`src/rtl/cfa_raster_addr_gen_if.sv`:
```
// ---------------------------------------------------------------------------
// cfa_raster_addr_gen_if
//   Bundle between a frame controller and the CFA raster address generator.
//   master : frame controller (drives start/en/window config, observes walk)
//   slave  : address generator (consumes config, presents pixel addresses)
//   Signals:
//     start, en                  launch / pixel stall
//     rowMax, colMax             inclusive window extents
//     baseAddr, rowStride        pixel (0,0) address and line pitch
//     patternSelect, quadMode    CFA layout selection
//     address, addressValid      current pixel address and its qualifier
//     ready, done                idle indication / end-of-frame pulse
//     bufferEnable               line buffers primed, pixel may be consumed
//     rowUpdateFlag, colUpdateFlag  first / last pixel of a row
//     row, col, bayerSymbol      current position and its colour
// ---------------------------------------------------------------------------
interface cfa_raster_addr_gen_if #(
   parameter int ROW_W  = 11,
   parameter int COL_W  = 11,
   parameter int ADDR_W = 22
);
   logic              start;
   logic              en;
   logic [ROW_W-1:0]  rowMax;
   logic [COL_W-1:0]  colMax;
   logic [ADDR_W-1:0] baseAddr;
   logic [ADDR_W-1:0] rowStride;
   logic [1:0]        patternSelect;
   logic              quadMode;
   logic [ADDR_W-1:0] address;
   logic              addressValid;
   logic              ready;
   logic              done;
   logic              bufferEnable;
   logic              rowUpdateFlag;
   logic              colUpdateFlag;
   logic [ROW_W-1:0]  row;
   logic [COL_W-1:0]  col;
   logic [1:0]        bayerSymbol;

   modport master (
      output start, en, rowMax, colMax, baseAddr, rowStride, patternSelect, quadMode,
      input  address, addressValid, ready, done, bufferEnable,
             rowUpdateFlag, colUpdateFlag, row, col, bayerSymbol
   );

   modport slave (
      input  start, en, rowMax, colMax, baseAddr, rowStride, patternSelect, quadMode,
      output address, addressValid, ready, done, bufferEnable,
             rowUpdateFlag, colUpdateFlag, row, col, bayerSymbol
   );
endinterface

```
`src/rtl/cfa_raster_addr_gen.sv`:
```
// ---------------------------------------------------------------------------
// cfa_raster_addr_gen
//   Raster address generator for a CFA (Bayer) frame buffer. Walks a
//   (rowMax+1) x (colMax+1) window starting at baseAddr with a line pitch of
//   rowStride, presenting one pixel address per accepted cycle together with
//   row/col, row-boundary flags and the CFA colour symbol.
//   Ports:
//     clk   rising-edge clock
//     rst   synchronous active-high reset
//     bus   cfa_raster_addr_gen_if.slave (config in, pixel stream out)
//   Optional feature: define CFA_QUAD_EN to enable the quad-Bayer symbol
//   layout (2x2-pixel colour blocks) selected by quadMode at frame start.
// ---------------------------------------------------------------------------
module cfa_raster_addr_gen #(
   parameter int ROW_W      = 11,
   parameter int COL_W      = 11,
   parameter int ADDR_W     = 22,
   parameter int PRIME_ROWS = 2
) (
   input logic                    clk,
   input logic                    rst,
   cfa_raster_addr_gen_if.slave   bus
);

   typedef enum logic [1:0] {IDLE, RUN, DONE} state_t;

   state_t            state_q, state_d;
   logic [ROW_W-1:0]  row_q, row_d;
   logic [COL_W-1:0]  col_q, col_d;
   logic [ADDR_W-1:0] addr_q, addr_d;
   logic [ADDR_W-1:0] row_start_q, row_start_d;
   logic [ROW_W-1:0]  row_max_q, row_max_d;
   logic [COL_W-1:0]  col_max_q, col_max_d;
   logic [ADDR_W-1:0] stride_q, stride_d;
   logic [1:0]        pat_q, pat_d;
   logic [1:0]        phase;
`ifdef CFA_QUAD_EN
   logic              quad_q, quad_d;
`else
   logic              unused_quad;
   assign unused_quad = bus.quadMode;
`endif

   always_ff @(posedge clk) begin
      if (rst) begin
         state_q     <= IDLE;
         row_q       <= '0;
         col_q       <= '0;
         addr_q      <= '0;
         row_start_q <= '0;
         row_max_q   <= '0;
         col_max_q   <= '0;
         stride_q    <= '0;
         pat_q       <= '0;
`ifdef CFA_QUAD_EN
         quad_q      <= 1'b0;
`endif
      end else begin
         state_q     <= state_d;
         row_q       <= row_d;
         col_q       <= col_d;
         addr_q      <= addr_d;
         row_start_q <= row_start_d;
         row_max_q   <= row_max_d;
         col_max_q   <= col_max_d;
         stride_q    <= stride_d;
         pat_q       <= pat_d;
`ifdef CFA_QUAD_EN
         quad_q      <= quad_d;
`endif
      end
   end

   always_comb begin
      state_d     = state_q;
      row_d       = row_q;
      col_d       = col_q;
      addr_d      = addr_q;
      row_start_d = row_start_q;
      row_max_d   = row_max_q;
      col_max_d   = col_max_q;
      stride_d    = stride_q;
      pat_d       = pat_q;
`ifdef CFA_QUAD_EN
      quad_d      = quad_q;
`endif
      case (state_q)
         IDLE: begin
            if (bus.start) begin
               row_max_d   = bus.rowMax;
               col_max_d   = bus.colMax;
               stride_d    = bus.rowStride;
               pat_d       = bus.patternSelect;
`ifdef CFA_QUAD_EN
               quad_d      = bus.quadMode;
`endif
               row_d       = '0;
               col_d       = '0;
               addr_d      = bus.baseAddr;
               row_start_d = bus.baseAddr;
               state_d     = RUN;
            end
         end
         RUN: begin
            if (bus.en) begin
               if (col_q != col_max_q) begin
                  col_d  = col_q + COL_W'(1);
                  addr_d = addr_q + ADDR_W'(1);
               end else if (row_q != row_max_q) begin
                  // Next line start is tracked separately so padded pitches
                  // never need a multiply.
                  col_d       = '0;
                  row_d       = row_q + ROW_W'(1);
                  row_start_d = row_start_q + stride_q;
                  addr_d      = row_start_q + stride_q;
               end else begin
                  state_d = DONE;
               end
            end
         end
         DONE:    state_d = IDLE;
         default: state_d = IDLE;
      endcase
   end

`ifdef CFA_QUAD_EN
   assign phase = quad_q ? {row_q[1], col_q[1]} : {row_q[0], col_q[0]};
`else
   assign phase = {row_q[0], col_q[0]};
`endif

   // Stall is zero-latency: en gates the valid combinationally.
   assign bus.addressValid  = (state_q == RUN) && bus.en;
   assign bus.ready         = (state_q == IDLE);
   assign bus.done          = (state_q == DONE);
   assign bus.address       = addr_q;
   assign bus.row           = row_q;
   assign bus.col           = col_q;
   assign bus.bufferEnable  = bus.addressValid && (row_q >= ROW_W'(PRIME_ROWS));
   assign bus.rowUpdateFlag = bus.addressValid && (col_q == '0);
   assign bus.colUpdateFlag = bus.addressValid && (col_q == col_max_q);
   assign bus.bayerSymbol   = pat_q ^ phase;

endmodule

```
`src/flat_wrapper.sv`:
```
// flat-port wrapper written by rule: the top's interface ports become plain ports
module cfa_raster_addr_gen_flat 
#(
   parameter int ROW_W      = 11,
   parameter int COL_W      = 11,
   parameter int ADDR_W     = 22,
   parameter int PRIME_ROWS = 2
)
  (clk, rst, bus_start, bus_en, bus_rowMax, bus_colMax, bus_baseAddr, bus_rowStride, bus_patternSelect, bus_quadMode, bus_address, bus_addressValid, bus_ready, bus_done, bus_bufferEnable, bus_rowUpdateFlag, bus_colUpdateFlag, bus_row, bus_col, bus_bayerSymbol);
  cfa_raster_addr_gen_if #(.ROW_W(ROW_W), .COL_W(COL_W), .ADDR_W(ADDR_W)) bus_i ();
  input logic clk;
  input logic rst;
  input wire logic [$bits(bus_i.start)-1:0] bus_start;
  input wire logic [$bits(bus_i.en)-1:0] bus_en;
  input wire logic [$bits(bus_i.rowMax)-1:0] bus_rowMax;
  input wire logic [$bits(bus_i.colMax)-1:0] bus_colMax;
  input wire logic [$bits(bus_i.baseAddr)-1:0] bus_baseAddr;
  input wire logic [$bits(bus_i.rowStride)-1:0] bus_rowStride;
  input wire logic [$bits(bus_i.patternSelect)-1:0] bus_patternSelect;
  input wire logic [$bits(bus_i.quadMode)-1:0] bus_quadMode;
  output wire logic [$bits(bus_i.address)-1:0] bus_address;
  output wire logic [$bits(bus_i.addressValid)-1:0] bus_addressValid;
  output wire logic [$bits(bus_i.ready)-1:0] bus_ready;
  output wire logic [$bits(bus_i.done)-1:0] bus_done;
  output wire logic [$bits(bus_i.bufferEnable)-1:0] bus_bufferEnable;
  output wire logic [$bits(bus_i.rowUpdateFlag)-1:0] bus_rowUpdateFlag;
  output wire logic [$bits(bus_i.colUpdateFlag)-1:0] bus_colUpdateFlag;
  output wire logic [$bits(bus_i.row)-1:0] bus_row;
  output wire logic [$bits(bus_i.col)-1:0] bus_col;
  output wire logic [$bits(bus_i.bayerSymbol)-1:0] bus_bayerSymbol;
  assign bus_i.start = bus_start;
  assign bus_i.en = bus_en;
  assign bus_i.rowMax = bus_rowMax;
  assign bus_i.colMax = bus_colMax;
  assign bus_i.baseAddr = bus_baseAddr;
  assign bus_i.rowStride = bus_rowStride;
  assign bus_i.patternSelect = bus_patternSelect;
  assign bus_i.quadMode = bus_quadMode;
  assign bus_address = bus_i.address;
  assign bus_addressValid = bus_i.addressValid;
  assign bus_ready = bus_i.ready;
  assign bus_done = bus_i.done;
  assign bus_bufferEnable = bus_i.bufferEnable;
  assign bus_rowUpdateFlag = bus_i.rowUpdateFlag;
  assign bus_colUpdateFlag = bus_i.colUpdateFlag;
  assign bus_row = bus_i.row;
  assign bus_col = bus_i.col;
  assign bus_bayerSymbol = bus_i.bayerSymbol;
  cfa_raster_addr_gen #(.ROW_W(ROW_W), .COL_W(COL_W), .ADDR_W(ADDR_W), .PRIME_ROWS(PRIME_ROWS)) u_core (.clk(clk), .rst(rst), .bus(bus_i));
endmodule
```
`config.mk`:
```
export PLATFORM = sky130hd
export DESIGN_NAME = cfa_raster_addr_gen_flat
export DESIGN_NICKNAME = d
export VERILOG_FILES = /design/src/rtl/cfa_raster_addr_gen_if.sv /design/src/rtl/cfa_raster_addr_gen.sv /design/src/flat_wrapper.sv
export SDC_FILE = /design/constraint.sdc
export NUM_CORES = 1
export LEC_CHECK = 0
export ABC_AREA = 1
export CORE_MARGIN = 5
export CORE_UTILIZATION = 55
export DETAILED_ROUTE_END_ITERATION = 7
export PLACE_DENSITY_LB_ADDON = 0.3
export RECOVER_POWER = 50
export SLEW_MARGIN = 20
export SYNTH_ARGS = -nofsm -noshare
export SYNTH_HDL_FRONTEND = slang
export SYNTH_SLANG_ARGS = --single-unit
```
`constraint.sdc`:
```
create_clock -name clk -period 2.7 [get_ports clk]
set_input_delay 0.54 -clock clk [delete_from_list [all_inputs] [get_ports clk]]
set_output_delay 0.54 -clock clk [all_outputs]
set_load 0.05 [all_outputs]
```
### Word-level counts from Yosys, hierarchy flattened

Index checks and enable logic that the tools add are counted.

| storage, ports and cells | value |
|---|---|
| register bits | 114 |
| input bits | 73 |
| output and inout bits | 52 |
| logic and storage cells | 59 |

| cells by class | value |
|---|---|
| add/subtract/negate cells | 4 |
| magnitude comparators | 1 |
| equal/unequal tests | 11 |
| muxes and demuxes | 22 |
| bitwise logic cells | 1 |
| reductions and logical operators | 11 |

Operators by type and width:

| kind | count |
|---|---|
| $mux 22 | 6 |
| $pmux 22 s2 | 2 |
| $mux 11 | 7 |
| $pmux 11 s2 | 2 |
| $add 11x1->11 const B | 2 |
| $add 22x1->22 const B | 1 |
| $add 22x22->22 | 1 |
| $ne 11x11->1 | 2 |
| $eq 11x11->1 | 1 |
| $ge 11x2->1 const B | 1 |
| $logic_not 11->1 | 1 |
| $mux 2 | 4 |
| $ne 2x2->1 const B | 4 |
| $reduce_and 4->1 | 2 |
| $reduce_and 5->1 | 1 |
| $logic_and 1x1->1 | 4 |
| $pmux 2 s2 | 1 |
| $ne 3x1->1 const B | 1 |
| $eq 2x1->1 const B | 1 |
| $eq 2x2->1 const B | 1 |
| $logic_not 2->1 | 1 |
| $ne 2x1->1 const B | 1 |
| $reduce_and 2->1 | 1 |
| $reduce_bool 2->1 | 1 |
| $xor 2x2->2 | 1 |

### Depth between registers and ports, before layout

Gate-level depths: netlist of run 1.

| logic depth | value |
|---|---|
| word-level depth | 5 |
| mapped depth | 16 |
| gate-level depth less buffers | 16 |

### Least setup slack after synthesis of run 1

OpenSTA, ideal clock, no wires.

| timing path | value |
|---|---|
| path kind | reg-to-output |
| from | register u_core.col_q[0] (netlist: u_core.bus.col[0]) |
| to | output port bus_rowUpdateFlag |
| arrival | 2,465 ps |
| data required time | 2,160 ps |
| setup slack | -305 ps |
| cell stages (with the launch flop) | 6 |
| buffers on the path | 1 |
| cell sequence | dfxtp_1 > clkbuf_2 > inv_1 > ha_1 > nand4_1 > nor4_1 |

| between the ends | value |
|---|---|
| word-level cells in the longest chain between the ends | 2 |

Ends and longest elaborated chain:

| item | RTL line | RTL |
|---|---|---|
| start: declaration | cfa_raster_addr_gen.sv:29 | `logic [COL_W-1:0] col_q, col_d;` |
| start signal: assignment | cfa_raster_addr_gen.sv:61 | `col_q <= col_d;` |
| $logic_not 11->1 | cfa_raster_addr_gen.sv:140 | `assign bus.rowUpdateFlag = bus.addressValid && (col_q == '0);` |
| $logic_and 1x1->1 | cfa_raster_addr_gen.sv:140 |  |
| end: declaration | flat_wrapper.sv:26 | `output wire logic [$bits(bus_i.rowUpdateFlag)-1:0] bus_rowUpdateFlag;` |

Every way passes these cells.

### Worst setup path after layout of run 1

| timing path | value |
|---|---|
| from | register u_core.col_q[6] (netlist: u_core.bus.col[6]) |
| to | output port bus_colUpdateFlag |

| between the ends | value |
|---|---|
| word-level cells in the longest chain between the ends | 2 |

Ends and longest elaborated chain:

| item | RTL line | RTL |
|---|---|---|
| $eq 11x11->1 | cfa_raster_addr_gen.sv:141 | `assign bus.colUpdateFlag = bus.addressValid && (col_q == col_max_q);` |
| $logic_and 1x1->1 | cfa_raster_addr_gen.sv:141 |  |
| end: declaration | flat_wrapper.sv:27 | `output wire logic [$bits(bus_i.colUpdateFlag)-1:0] bus_colUpdateFlag;` |

Every way passes these cells.

==> results of run 1 <==
## kinds of logic after synthesis
logic type / share of synthesized area
compound gates: 0.110
simple gates: 0.381
buf+inv: 0.0985
xor+xnor: 0.0625
flops: 0.302
fa+ha+maj: 0.0458
## worst min-delay path: stages, from the launching register on
cell     delay (ns)
dfxtp_1        0.31
inv_1          0.07
a21oi_1        0.06
## state kept, by name, summed over array words and instances (netlist names)
register            cells
u_core.pat_q            2
u_core.row_max_q       11
u_core.row_start_q     22
u_core.col_max_q       11
u_core.stride_q        22
u_core.bus.row         11
u_core.bus.col         11
u_core.bus.address     22
u_core.state_q          2
## path summary, 6_finish.rpt
check	startpoint	to	slack, ns
min	u_core.col_max_q[6]	u_core.col_max_q[6]	0.49
max	u_core.bus.col[6]	bus_colUpdateFlag	0.19
max reg2reg	u_core.bus.col[6]	u_core.bus.row[5]	0.29
min reg2reg	u_core.col_max_q[6]	u_core.col_max_q[6]	0.49
## stage by stage
stage | util | instances | setup WS, ns
finish | 0.720 | 1547 | 0.189
global route | 0.720 | 1547 | 0.0463
CTS | 0.722 | 1547 | 0.201
detailed placement | 0.676 | 1515 | 0.400
global placement | 0.676 | 1515 | 0.408
floorplan | - | 1242 | 0.128
## power breakdown
group / switching [W] / leakage [nW] / total (W) / internal [W]
combinational: 0.000984 / 3.31 / 0.00153 / 0.000549
sequential: 0.000150 / 0.941 / 0.00199 / 0.00184
clock: 0.000853 / 0.299 / 0.00238 / 0.00152
total: 0.00199 / 4.55 / 0.00590 / 0.00391
## layer usage
layer / vias up / wire, um
met5: - / 0
met2: 362 / 11600
met1: 3779 / 9820
li1: 4162 / -
met4: 0 / 646
met3: 53 / 1680
## final cells by class
class / instances / area [sq um]
Clock buffer: 20 / 467
Tap cell: 176 / 220
Fill cell: 1164 / 3730
Clock inverter: 12 / 154
Timing Repair Buffer: 150 / 1480
Inverter: 130 / 488
Sequential cell: 114 / 2280
Multi-Input combinational cell: 945 / 4530
## layout by cell type, fill, tap and decap left out, drive strengths merged, types with 29 or more instances in the layout
master	n
dfxtp	114
nand2	328
nand3	73
a21oi	59
o21ai	97
xor2	38
nor3	29
clkdlybuf4s50	89
inv	132
nor2	249
dlygate4sd3	30
==> flow_metrics.tcl, run 1 <==
set metrics [dict create \
    hold_viol 0 \
    cts-root-buf "clkbuf_16" \
    critical_path.max_stage_delay_ns 0.54 \
    yosysWarnings 0 \
    cp_data_required_time_ns 2.16 \
    fin_crit_sh 0.930 \
    grt_max_degree 50 \
    avgSynthCellArea_sq_um 6.08 \
    endpoint_kind "output pin" \
    num_antenna_cells 0 \
    clockBufferDepth 2 \
    cts_tree "built" \
    cp_data_arrival_time_ns 1.97 \
    ys_seq_elements 114 \
    numClockSinks 114 \
    r2r_cells 12 \
    worst_slew_pin_slew_ns 1.37 \
    gp_congestion 0.972 \
    max-cap-violations 0 \
    dieArea_sq_um 16200 \
    clkTransAtPathRegs_ns 0.05 \
    final_area_sq_um 9620 \
    die_w_um 127 \
    cts_setup_buffers 0 \
    drtIter0Drc 714 \
    dp_hpwl_um 17400 \
    vias 8356 \
    setup_violations 0 \
    io_pins 125 \
    rsz0062_at_grt "false" \
    path_class "flop to output pin" \
    grt-ovfl-total 0 \
    dpl_cell_area_sq_um 9020 \
    cts_resized 0 \
    ctsHoldBuffers 0 \
    detail_route.wl_per_cell_um 15.3 \
    start_util 0.565 \
    netlist_instances 1242 \
    worstPathBufferInverterCount 2 \
    synth_top_area_cell "dfxtp_1" \
    slew_viol_final 0 \
    powerDensity_nw_per_um2 613 \
    synth_area_leaders "dfxtp_1 30%, nand2_1 16%, nor2_1 12%" \
    numCtsBuffers 17 \
    synth-main-ff-cell "dfxtp_1" \
    ant_nets 0 \
    netlist.area_leader.share 0.302 \
    drc 0 \
    first_pass_iters 7 \
    irDropWorstVdd_mv 0.501 \
    outcome "finished, final reports clean" \
    use_met2 0.513 \
    area_delta_synth_final_pct 27.4 \
    ys_types 38 \
    period_minus_slack_ns 2.51 \
    finClkSkew_ns 0.00973 \
    antenna_found_initial 0 \
    cts.htree.levels 4 \
    drive_above_1_share 0.0547 \
    first_global_vias 7985 \
    die_height_um 127 \
    fp.coreArea_sq_um 13300 \
    wl_um 23700 \
    io_buffers 123 \
    grt_util_all_layers 0.293 \
    power_w 0.00590 \
    clock.fmax_mhz 398 \
    grt_pass1_wl_um 38600 \
    relSlewSlack 0.0878 \
    via_per_inst 5.40 \
    crit_path_top_delay_cell "dfxtp_1" \
    yosysSeqAreaShare 0.302 \
    use_met1 0.351 \
    synth_nets 1342 \
    setup_tns_ns 0 \
    fin_nets 1458 \
    startpoint_type "flop" \
    async_reset_ff_frac 0 \
    use_met3 0.0622 \
    worst_path_dominant_cell_family "simple AND/OR/NAND/NOR gates" \
    synth_edf_count 0 \
    path_cells "inv_1, nand2_1, nand3_1, nor2_1, nand3_4, nor2_2, buf_12" \
    leakage_nw 4.55 \
    holdWs_ns 0.488 \
    holdPathStages 2 \
    critical_path_depth 7 \
    path_max_fanout 9 \
    grt.busiest_layer "met2" \
    yosysMostFrequentCell "nand2_1" \
    netlist_area_sq_um 7550 \
    row_count 42 \
    clkLatencyLatePin_ns 0.43 \
    hold_class "flop to flop" \
    synthTopCellsByCount "326 x nand2_1, 247 x nor2_1, 127 x inv_1" \
]
No activity file was read; power rests on OpenSTA's default activity.
==> run 2, diff against run 1 <==
--- a/config.mk
+++ b/config.mk
@@ -11,6 +11,7 @@
 export DETAILED_ROUTE_END_ITERATION = 7
 export PLACE_DENSITY_LB_ADDON = 0.3
 export RECOVER_POWER = 50
+export SKIP_LAST_GASP = 1
 export SLEW_MARGIN = 20
 export SYNTH_ARGS = -nofsm -noshare
 export SYNTH_HDL_FRONTEND = slang
==> results of run 2 <==
No change in the layout: final DEF, timing and power equal those of run 1.
